<file path="src/rtl/pll_reconfig_pkg.sv">
// Shared types for the PLL reconfiguration sequencer: FSM states, counter/param codes, write command.
// Pure declarations, no logic or timing of its own.
package pll_reconfig_pkg;

  typedef enum logic [3:0] {
    RST_PLL,
    RST_RC,
    IDLE,
    SET,
    WRITE,
    WAIT,
    RECONFIG,
    WAIT_BUSY,
    DONE
  } state_t;

  localparam logic [3:0] CT_N  = 4'b0000;
  localparam logic [3:0] CT_M  = 4'b0001;
  localparam logic [3:0] CT_C0 = 4'b0100;

  localparam logic [2:0] CP_HIGH   = 3'b000;
  localparam logic [2:0] CP_LOW    = 3'b001;
  localparam logic [2:0] CP_BYPASS = 3'b100;
  localparam logic [2:0] CP_ODD    = 3'b101;

  typedef struct packed {
    logic [3:0] counter_type;
    logic [2:0] counter_param;
    logic [8:0] config_data;
  } wr_cmd_t;

  // Counter index 0 is N, 1 is M, 2.. are the post-scale C counters.
  function automatic logic [3:0] type_code(input logic [3:0] idx);
    if (idx == 4'd0)      return CT_N;
    else if (idx == 4'd1) return CT_M;
    else                  return CT_C0 + (idx - 4'd2);
  endfunction

  function automatic logic [2:0] param_code(input logic [1:0] idx);
    case (idx)
      2'd0:    return CP_HIGH;
      2'd1:    return CP_LOW;
      2'd2:    return CP_BYPASS;
      default: return CP_ODD;
    endcase
  endfunction

endpackage

</file>
<file path="src/rtl/pll_param_calc.sv">
// Splits one divide factor into high/low phase counts plus bypass and odd flags.
// Purely combinational, zero latency, no flow control.
module pll_param_calc (
  input  logic [7:0] factor,
  output logic [7:0] high,
  output logic [7:0] low,
  output logic       bypass,
  output logic       odd
);

  logic [8:0] sum;

  // Nine bits so a factor of 255 rounds up to 128 without overflow.
  assign sum    = {1'b0, factor} + 9'd1;
  assign high   = sum[8:1];
  assign low    = factor - high;
  assign bypass = (factor <= 8'd1);
  assign odd    = factor[0];

endmodule

</file>
<file path="src/rtl/pll_reconfig_seq.sv">
// Writes N, M and C counter params into the PLL reconfig core, triggers reconfig, waits on busy_in.
// All outputs registered from next state; busy_in stalls writes. Macro PLL_RECONFIG_TIMEOUT_EN adds busy timeout.
module pll_reconfig_seq
  import pll_reconfig_pkg::*;
#(
  parameter int NUM_C      = 2,
  parameter int PARAM_CYC  = 5,
  parameter int SETTLE_CYC = 10,
  parameter int BUSY_TMO   = 1023
) (
  input  logic               clock_ctr,
  input  logic               sys_reset,
  input  logic               start,
  input  logic               busy_in,
  input  logic [7:0]         n_factor,
  input  logic [7:0]         m_factor,
  input  logic [NUM_C*8-1:0] c_factor,
  output logic [3:0]         counter_type,
  output logic [2:0]         counter_param,
  output logic [8:0]         config_data,
  output logic               write_param,
  output logic               reconfig,
  output logic               reset_rc,
  output logic               pll_areset,
  output logic               ready,
  output logic               done,
  output logic               error
);

  localparam int DLY_MAX = (PARAM_CYC > SETTLE_CYC) ? PARAM_CYC : SETTLE_CYC;
  localparam int CW      = $clog2(DLY_MAX + 1);
  localparam logic [CW-1:0] PARAM_LD  = CW'(PARAM_CYC - 1);
  localparam logic [CW-1:0] SETTLE_LD = CW'(SETTLE_CYC - 1);
  localparam logic [3:0]    LAST_CTR  = 4'(NUM_C + 1);

  state_t             state, state_nxt;
  logic [CW-1:0]      dly, dly_nxt;
  logic [3:0]         ctr_idx, ctr_idx_nxt;
  logic [1:0]         par_idx, par_idx_nxt;
  logic               busy_seen, busy_seen_nxt;
  logic [7:0]         n_q, m_q, n_cur, m_cur, sel_f;
  logic [NUM_C*8-1:0] c_q, c_cur;
  logic               accept, tmo;
  logic [7:0]         f_high, f_low, pval;
  logic               f_bypass, f_odd;
  wr_cmd_t            cmd_q, cmd_nxt;
  logic               cmd_load;
  logic               pll_areset_nxt, reset_rc_nxt, ready_nxt, write_param_nxt;
  logic               reconfig_nxt, done_nxt, error_nxt;

  assign accept = (state == IDLE) && start;

`ifdef PLL_RECONFIG_TIMEOUT_EN
  localparam int TW = $clog2(BUSY_TMO + 1);
  logic [TW-1:0] busy_cnt;
  logic          busy_watch;

  assign busy_watch = busy_in && ((state == WAIT) || (state == WAIT_BUSY));
  assign tmo        = busy_watch && (busy_cnt == TW'(BUSY_TMO - 1));

  always_ff @(posedge clock_ctr or negedge sys_reset) begin
    if (!sys_reset)               busy_cnt <= '0;
    else if (busy_watch && !tmo)  busy_cnt <= busy_cnt + TW'(1);
    else                          busy_cnt <= '0;
  end
`else
  assign tmo = 1'b0;
`endif

  always_ff @(posedge clock_ctr or negedge sys_reset) begin
    if (!sys_reset) state <= RST_PLL;
    else            state <= state_nxt;
  end

  always_comb begin
    state_nxt = state;
    case (state)
      RST_PLL:   if (dly == '0) state_nxt = RST_RC;
      RST_RC:    if (dly == '0) state_nxt = IDLE;
      IDLE:      if (start) state_nxt = SET;
      SET:       if (dly == '0) state_nxt = WRITE;
      WRITE:     state_nxt = WAIT;
      WAIT: begin
        if (tmo)
          state_nxt = RST_PLL;
        else if (!busy_in && (dly == '0))
          state_nxt = ((ctr_idx == LAST_CTR) && (par_idx == 2'd3)) ? RECONFIG : SET;
      end
      RECONFIG:  state_nxt = WAIT_BUSY;
      WAIT_BUSY: begin
        if (tmo)                       state_nxt = RST_PLL;
        else if (busy_seen && !busy_in) state_nxt = DONE;
      end
      DONE:      state_nxt = IDLE;
      default:   state_nxt = RST_PLL;
    endcase
  end

  // Shared delay counter: reloaded on every state entry; busy in WAIT restarts the settle window.
  always_comb begin
    dly_nxt = (dly != '0) ? dly - CW'(1) : dly;
    if (state_nxt != state) begin
      case (state_nxt)
        RST_RC:  dly_nxt = SETTLE_LD;
        SET:     dly_nxt = PARAM_LD;
        WAIT:    dly_nxt = SETTLE_LD;
        default: dly_nxt = '0;
      endcase
    end else if ((state == WAIT) && busy_in) begin
      dly_nxt = SETTLE_LD;
    end

    ctr_idx_nxt = ctr_idx;
    par_idx_nxt = par_idx;
    if (accept) begin
      ctr_idx_nxt = '0;
      par_idx_nxt = '0;
    end else if ((state == WAIT) && (state_nxt == SET)) begin
      par_idx_nxt = par_idx + 2'd1;
      if (par_idx == 2'd3) ctr_idx_nxt = ctr_idx + 4'd1;
    end

    busy_seen_nxt = (state == WAIT_BUSY) ? (busy_seen | busy_in) : 1'b0;

    n_cur = accept ? n_factor : n_q;
    m_cur = accept ? m_factor : m_q;
    c_cur = accept ? c_factor : c_q;
  end

  always_comb begin
    sel_f = n_cur;
    if (ctr_idx_nxt == 4'd1) sel_f = m_cur;
    for (int i = 0; i < NUM_C; i++) begin
      if (ctr_idx_nxt == 4'(i + 2)) sel_f = c_cur[i*8 +: 8];
    end
  end

  pll_param_calc u_calc (
    .factor (sel_f),
    .high   (f_high),
    .low    (f_low),
    .bypass (f_bypass),
    .odd    (f_odd)
  );

  always_comb begin
    case (par_idx_nxt)
      2'd0:    pval = f_high;
      2'd1:    pval = f_low;
      2'd2:    pval = {7'd0, f_bypass};
      default: pval = {7'd0, f_odd};
    endcase
    cmd_nxt.counter_type  = type_code(ctr_idx_nxt);
    cmd_nxt.counter_param = param_code(par_idx_nxt);
    cmd_nxt.config_data   = {1'b0, pval};
  end

  always_comb begin
    pll_areset_nxt  = (state_nxt == RST_PLL);
    reset_rc_nxt    = (state_nxt == RST_RC);
    ready_nxt       = (state_nxt == IDLE);
    write_param_nxt = (state_nxt == WRITE);
    reconfig_nxt    = (state_nxt == RECONFIG);
    done_nxt        = (state_nxt == DONE);
    cmd_load        = (state_nxt == SET) && (state != SET);
    error_nxt       = error;
    if (accept) error_nxt = 1'b0;
    if (tmo)    error_nxt = 1'b1;
  end

  // Counter resets to 1 so RST_PLL lasts one visible cycle after release.
  always_ff @(posedge clock_ctr or negedge sys_reset) begin
    if (!sys_reset) begin
      dly         <= CW'(1);
      ctr_idx     <= '0;
      par_idx     <= '0;
      busy_seen   <= 1'b0;
      n_q         <= '0;
      m_q         <= '0;
      c_q         <= '0;
      cmd_q       <= '0;
      pll_areset  <= 1'b0;
      reset_rc    <= 1'b0;
      ready       <= 1'b0;
      write_param <= 1'b0;
      reconfig    <= 1'b0;
      done        <= 1'b0;
      error       <= 1'b0;
    end else begin
      dly         <= dly_nxt;
      ctr_idx     <= ctr_idx_nxt;
      par_idx     <= par_idx_nxt;
      busy_seen   <= busy_seen_nxt;
      n_q         <= n_cur;
      m_q         <= m_cur;
      c_q         <= c_cur;
      if (cmd_load) cmd_q <= cmd_nxt;
      pll_areset  <= pll_areset_nxt;
      reset_rc    <= reset_rc_nxt;
      ready       <= ready_nxt;
      write_param <= write_param_nxt;
      reconfig    <= reconfig_nxt;
      done        <= done_nxt;
      error       <= error_nxt;
    end
  end

  assign counter_type  = cmd_q.counter_type;
  assign counter_param = cmd_q.counter_param;
  assign config_data   = cmd_q.config_data;

endmodule

</file>
<file path="config.mk">
export PLATFORM = sky130hd
export DESIGN_NAME = pll_reconfig_seq
export DESIGN_NICKNAME = d
export VERILOG_FILES = /design/src/rtl/pll_reconfig_pkg.sv /design/src/rtl/pll_param_calc.sv /design/src/rtl/pll_reconfig_seq.sv
export SDC_FILE = /design/constraint.sdc
export NUM_CORES = 1
export LEC_CHECK = 0
export CORE_ASPECT_RATIO = 0.7
export CORE_UTILIZATION = 55
export DETAILED_ROUTE_END_ITERATION = 12
export GPL_TIMING_DRIVEN = 0
export HOLD_SLACK_MARGIN = 0.12
export PLACE_DENSITY = 0.9
export SKIP_CTS_REPAIR_TIMING = 1
export SLEW_MARGIN = 20
export SYNTH_ARGS = -nofsm -noshare
export SYNTH_HDL_FRONTEND = slang
export SYNTH_SLANG_ARGS = --single-unit
</file>
<file path="constraint.sdc">
create_clock -name clock_ctr -period 6.7 [get_ports clock_ctr]
set_input_delay 2.01 -clock clock_ctr [delete_from_list [all_inputs] [get_ports clock_ctr]]
set_output_delay 2.01 -clock clock_ctr [all_outputs]
set_load 0.03 [all_outputs]
</file>
==> results of run 1 <==
sequential cells by signal, summed over array words and instances (netlist names):
| name | cells |
|---|---|
| state | 4 |
| n_q | 8 |
| c_q | 16 |
| m_q | 8 |
| counter_param | 2 |
| busy_seen | 1 |
| write_param | 1 |
| reset_rc | 1 |
| config_data | 8 |
| reconfig | 1 |
| ctr_idx | 4 |
| dly | 4 |
| done | 1 |
| ready | 1 |
| pll_areset | 1 |
| par_idx | 2 |
| counter_type | 4 |
worst min path at each step:
stage,depth (start not counted),slack [ns],end,startpoint
after floorplan,2,0.43,c_q[11]$_DFF_PN0_,c_q[11]$_DFF_PN0_
after global placement,2,0.45,c_q[11]$_DFF_PN0_,c_q[11]$_DFF_PN0_
after detailed placement,2,0.46,c_q[13]$_DFF_PN0_,c_q[13]$_DFF_PN0_
after CTS,2,0.48,c_q[11]$_DFF_PN0_,c_q[11]$_DFF_PN0_
after global routing,2,0.51,m_q[7]$_DFF_PN0_,m_q[7]$_DFF_PN0_
final,2,0.47,c_q[11]$_DFF_PN0_,c_q[11]$_DFF_PN0_
kinds of logic after synthesis:
group                    synth area share (%)
AND/OR/NAND/NOR                         23.90
adder cells (fa/ha/maj)                 4.880
XOR/XNOR                                4.160
flip-flops                              41.95
other                                 0.09375
buffers and inverters                   5.005
AO/OA/AOI/OAI                           15.45
multiplexers                            4.567
power groups by stage:
stage / clock (W) / sequential, W / combinational, W
floorplan: 0 / 0.000686 / 0.000787
global placement: 0 / 0.000632 / 0.00109
detailed placement: 0 / 0.000640 / 0.00115
CTS: 0.000339 / 0.000634 / 0.00116
global route: 0.000353 / 0.000654 / 0.00143
finish: 0.000338 / 0.000641 / 0.00132
synth_stat cells, drive strengths merged, types with 4 or more instances:
cell,n
o211ai,4
o21ai,13
nand2,108
clkbuf,11
inv,20
nor3,9
a211oi,4
mux2i,11
xnor2,13
nor2,24
and2,6
a22oi,6
a21oi,16
mux2,5
ha,14
nand3,10
nor4,5
nand2b,6
nor2b,6
buf,12
nand4,6
dfrtp,66
o32a,4
xor2,6
cells in the final DEF (no fill, tap or decap), drive strengths merged, types with 9 or more instances in the layout:
cell,n
ha,14
mux2i,11
nand2,108
clkdlybuf4s50,53
buf,22
nor2,24
clkbuf,20
nand3,10
xnor2,13
inv,20
dfrtp,66
a21oi,16
o21ai,13
nor3,9
per-stage QoR:
step	setup TNS, ns	total power (W)	instance area, um^2
finish	0	0.002301	5036
global route	-0.1524	0.002434	5036
CTS	-2.248	0.002130	4886
detailed placement	-4.288	0.001786	4693
global placement	-3.313	0.001722	4676
floorplan	0	0.001473	4008
routing by layer:
layer | routed length [um] | GRT usage, % | vias up
met5 | 0 | 0 | -
met4 | 306 | 12.22 | 0
met3 | 772 | 6.921 | 35
met2 | 5074 | 46.67 | 181
met1 | 4598 | 35.35 | 1722
li1 | - | - | 1693
critical path, stage by stage:
cell	delay (ns)
dlymetal6s2s_1	0.20
nand2b_2	0.25
a21bo_2	0.27
a221oi_4	0.43
and4_4	0.28
buf_6	0.13
mux2_4	0.35
or4_4	0.54
o211ai_2	0.13
inv_2	0.09
ha_2	0.20
and3_1	0.14
buf_2	0.16
xnor2_2	0.14
ha_1	0.35
o21ai_0	0.14
nand2b_1	0.13
a21o_1	0.20
a21oi_1	0.17
xnor2_1	0.08
a22oi_1	0.16
o211a_1	0.18
o211ai_1	0.09
layout make-up:
class                           count  area (um^2)  share of cell area (%)
Timing Repair Buffer               64        630.6                   12.52
Sequential cell                    67         1678                   33.32
Tap cell                           94        117.6                   2.335
Clock inverter                      7        68.82                   1.366
Clock buffer                        9        123.9                   2.460
Buffer                             23        127.6                   2.534
Inverter                           20        75.07                   1.491
Multi-Input combinational cell    333         2215                   43.98
==> run metrics, run 1 <==
Crit Reg-Reg Startpoint=dly[0]$_DFFE_PN1P_; fmax=0.1516 GHz; Relative slew margins=50.11%; TritonCTS buffer count=9; Die X-Extent=103.9 um; final hold vios=0; Flop pwr share=27.8%; PwrDens=457.0 nW/um^2; CP Data Arrival Time=6.84 ns; num rows=25; status=completed; top_reg_cell synth=dfrtp_1; MaxCap Viol Count=0; Worst Setup SP=busy_in; flop and latch count out of synthesis=67; first-pass GRT wire length=16560 um; H-tree levels=3; crit path launch type=input pin; final cell count without fillers=617; Core ar.=6882 um^2; Syn-to-layout area delta=25.90%; Max FO, Critical Path=7; Clock transition at path regs=0.08 ns; slew at the pin closest to its max-slew limit=0.7483 ns; PnR worst setup slack=0.1020 ns; R2R depth=25; routability cong.=0.8773; initial antenna violation count=0; Synth area leaders=dfrtp_1 41%, nand2_1 10%, ha_1 4.4%; share of post-route cells with drive strength above 1=15.49%; vias in the first global route=3463; Total GRT Usage=28.01%; I/O pins=59; EDFF count, synth=0; routed len/inst=17.42 um; Leak=2.316 nW; post-DP HPWL=7386 um; top cell type's share of synthesized area=41.29%; final worst path period need=6.598 ns; CP Capture Point=config_data[6]$_DFFE_PN0P_; Inserted Diodes=0; first-pass detailed-route iteration total=5; Fillers=486; Mapped Area=4000 um^2; clock share of power=14.7%; worst-skew pair later-pin latency=0.37 ns; Synth cell types=72; Comb power frac=57.5%; post-placement cell count=593; Die Area=7623 um^2; Peak VDD IR=0.2044 mV; r2r endpoint=config_data[6]$_DFFE_PN0P_; Internal=0.001281 W; Mapped Cells=441; final setup violation count=0; ys async rst share=100.0%; CP Capture Type=flip-flop; total global routing overflow=0; Routed WL=10750 um; r2r setup slk=1.13 ns; Final nets=569; post-synthesis sequential area ratio=41.95%; Worst Hold Class=flip-flop to flip-flop; port bufs=55; Post-Route Utilization=73.18%; Vias=3631; Residual DRC=0; Setup WS pre-CTS=-1.112 ns; Net Switching=0.001020 W; final antenna-violating net count=0; sw frac=44.32%; Ys Warns=0; Avg Cell Area, Syn=9.070 um^2; clock tree buffer depth=2; Yosys top cell by area=dfrtp_1; final worst-path cycle share=98.48%; root buffer cell=clkbuf_8; CP Class=input pin to flip-flop; Fin Clk Skew=0.01339 ns; largest net degree at the start of global routing=45; final hold slack=0.4710 ns; Crit path required time=6.94 ns; Die Ht=73.35 um; Initial Util=58.13%; CTS tree=yes; Via-to-Cell Ratio=5.885; TritonCTS Sinks=67; 1st-iter DRT viols=286; Slew Viols, Final=0
Note: power is estimated with default switching activity, not from simulation.
==> inputs of run 2 (changes only) <==
--- a/config.mk
+++ b/config.mk
@@ -11,7 +11,6 @@
 export GPL_TIMING_DRIVEN = 0
 export HOLD_SLACK_MARGIN = 0.12
 export PLACE_DENSITY = 0.9
-export SKIP_CTS_REPAIR_TIMING = 1
 export SLEW_MARGIN = 20
 export SYNTH_ARGS = -nofsm -noshare
 export SYNTH_HDL_FRONTEND = slang
==> run 2 against run 1 <==
Net effect: critical endpoint unchanged; largest cell class unchanged; combinational power down 3%; die area stayed put; clock skew grew 0.0016 ns; sequential share of layout area is 0.17 points higher; fmax grew 0.13%; first-iteration DRC count down 33%; design area fell by 0.50%.
==> run metrics, run 2 (synthesized netlist as in run 1, its figures left out) <==
status=completed; routability cong.=0.8773 (unchanged); final setup violation count=0 (unchanged); Flop pwr share=28.3% (+0.5 points); post-layout instance area=5011 um^2 (-0.50%); first-pass GRT wire length=16730 um (+1.0%); Total GRT Usage=28.35% (+0.34 points); final hold slack=0.4722 ns (+0.001203 ns); Initial Util=58.13% (unchanged); Die X-Extent=103.9 um (unchanged); Residual DRC=0 (unchanged); H-tree levels=3 (unchanged); crit-path max cell delay=0.54 ns (about the same); Leak=2.307 nW (-0.38%); clock tree buffer depth=2 (unchanged); 1st-iter DRT viols=193 (-33%); Clock transition at path regs=0.08 ns (about the same); Syn-to-layout area delta=25.27%; Fillers=490 (+0.82%); CP Data Arrival Time=6.83 ns (about the same); Worst Hold Depth=2 (unchanged); Post-CTS Hold Fix Bufs=0; Inserted Diodes=0 (unchanged); RSZ-0062 raised after global routing=yes; CTS tree=yes; Internal=0.001261 W (-1.6%); vias in the first global route=3509 (+1.3%); Max FO, Critical Path=7 (unchanged); final hold vios=0 (unchanged); Multi-input gate area=2203 um^2 (-0.51%); Crit path required time=6.94 ns (about the same); Slowest-stage cell, CP=or4_4; r2r endpoint=config_data[6]$_DFFE_PN0P_; final cell count without fillers=616 (-0.16%); first-pass detailed-route iteration total=5 (unchanged); max FFs per register=16 (unchanged); Die Ht=73.35 um (unchanged); Relative slew margins=50.81% (+0.70 points); Routed WL=10520 um (-2.2%); sw frac=44.32% (about the same); I/O pins=59 (unchanged); crit-path leading delay family=compound AO/OA/AOI/OAI gates; Fin Clk Skew=0.01501 ns (+0.001623 ns); total global routing overflow=0 (unchanged); Peak VDD IR=0.2054 mV (+0.50%); Vias=3571 (-1.7%); TritonCTS Sinks=67 (unchanged); Worst Hold Class=flip-flop to flip-flop; register with the most flip-flops=c_q; slew at the pin closest to its max-slew limit=0.7378 ns (-0.01051 ns); Hold Path End=c_q[11]$_DFF_PN0_; final antenna-violating net count=0 (unchanged); MaxCap Viol Count=0 (unchanged); num rows=25 (unchanged); crit path launch type=input pin; final worst path period need=6.589 ns (-0.008617 ns); PwrDens=451.8 nW/um^2 (-1.1%); worst path cell trace=clkdlybuf4s50_1 > a21oi_1 > a221oi_2 > a211oi_4 > inv_2 > and4_4 > buf_6 > mux2_4 > or4_4 > o211ai_2 > inv_2 > ha_1 > xnor2_1 > inv_1 > fa_1 > nor2b_1 > o21ai_0 > nand2b_1 > a21o_1 > a21oi_1 > xnor2_1 > a22oi_1 > o211a_1 > o211ai_1; Final nets=568 (-0.18%); worst-skew pair later-pin latency=0.37 ns (about the same); HP Start=c_q[11]$_DFF_PN0_; Reg area=1678 um^2 (unchanged); CP Class=input pin to flip-flop; post-placement cell count=593 (unchanged); Slew Viols, Final=0 (unchanged); Comb power frac=56.7% (-0.8 points); R2R depth=25 (unchanged); share of post-route cells with drive strength above 1=14.94% (-0.55 points); largest net degree at the start of global routing=45 (unchanged); fmax=0.1518 GHz (+0.13%); Crit Reg-Reg Startpoint=dly[1]$_DFFE_PN0P_; most frequent cells in the layout=108 x nand2_1, 66 x dfrtp_1, 53 x clkdlybuf4s50_1; root buffer cell=clkbuf_8; Die Area=7623 um^2 (unchanged); TritonCTS buffer count=9 (unchanged); initial antenna violation count=0 (unchanged); CP bufs+invs=5 (+1); post-DP HPWL=7386 um (unchanged); Setup WS pre-CTS=-1.112 ns (unchanged); Core ar.=6882 um^2 (unchanged); Placed Area=4693 um^2 (unchanged); routed len/inst=17.07 um (-2.0%); PnR worst setup slack=0.1106 ns (+0.008617 ns); Via-to-Cell Ratio=5.797 (-1.5%); r2r setup slk=1.12 ns (about the same); final worst-path cycle share=98.35% (-0.13 points); CP Capture Type=flip-flop; clock share of power=14.9% (+0.2 points); Design Power=0.002264 W (-1.6%); leading cell type in the layout, fill and taps excluded=nand2_1; Net Switching=0.001003 W (-1.6%); port bufs=55 (unchanged)
==> run 2: repair_timing <==
action | CTS | global route
pin swaps | 3 | 5
buffers inserted | 2 | 5
gates resized for setup | 8 | 15
setup endpoints to repair | 5 | 3
==> run 2: power groups by stage <==
stage / clock [W] / sequential, W / combinational, W
3_3_place_gp: 0 / 0.000632 / 0.00109
3_5_place_dp: 0 / 0.000640 / 0.00115
4_1_cts: 0.000339 / 0.000637 / 0.00119
6_report: 0.000338 / 0.000642 / 0.00128
2_1_floorplan: 0 / 0.000686 / 0.000787
5_1_grt: 0.000353 / 0.000655 / 0.00139
==> run 2: routing by layer <==
metal,routed length (um),GRT usage (%)
met1,4554,35.35
met2,4917,47.48
met3,753,6.832
met4,290,13.33
met5,0,0
==> run 2: layout make-up <==
class	count	area share, %
timing repair buffer	63	12.28
sequential	67	33.48
inverter	20	1.498
clock inverter	7	1.373
buffer	23	2.572
multi-input combinational	333	43.97
tap	94	2.347
clock buffer	9	2.472
==> run 2: how the worst max path moves through the flow <==
stage	slack (ns)	to	from	cells past startpoint
global placement	-0.90	config_data[7]$_DFFE_PN0P_	busy_in	24
detailed placement	-1.11	config_data[7]$_DFFE_PN0P_	busy_in	24
global route	-0.10	config_data[6]$_DFFE_PN0P_	start	24
finish	0.11	config_data[6]$_DFFE_PN0P_	start	24
floorplan	0.26	config_data[7]$_DFFE_PN0P_	busy_in	22
CTS	0.11	config_data[7]$_DFFE_PN0P_	start	25
==> run 2: worst min-delay path: cells and delay by family (launching register included) <==
family / cells / cell delay (ns)
flops: 1 / 0.32
simple gates: 2 / 0.13
==> run 2: per-stage QoR <==
step | utilization (%) | TNS [ns]
2_1_floorplan | - | 0
3_3_place_gp | 67.95 | -3.313
6_report | 72.82 | 0
5_1_grt | 72.82 | -0.1447
4_1_cts | 71.78 | 0
3_5_place_dp | 68.20 | -4.288
==> inputs of run 3 (changes only) <==
--- a/config.mk
+++ b/config.mk
@@ -5,8 +5,10 @@
 export SDC_FILE = /design/constraint.sdc
 export NUM_CORES = 1
 export LEC_CHECK = 0
+export CAP_MARGIN = 20
 export CORE_ASPECT_RATIO = 0.7
 export CORE_UTILIZATION = 55
+export CTS_CLUSTER_SIZE = 12
 export DETAILED_ROUTE_END_ITERATION = 12
 export GPL_TIMING_DRIVEN = 0
 export HOLD_SLACK_MARGIN = 0.12
==> results of run 3 <==
Same layout as run 2: the final DEF is identical, and so are final timing and power.
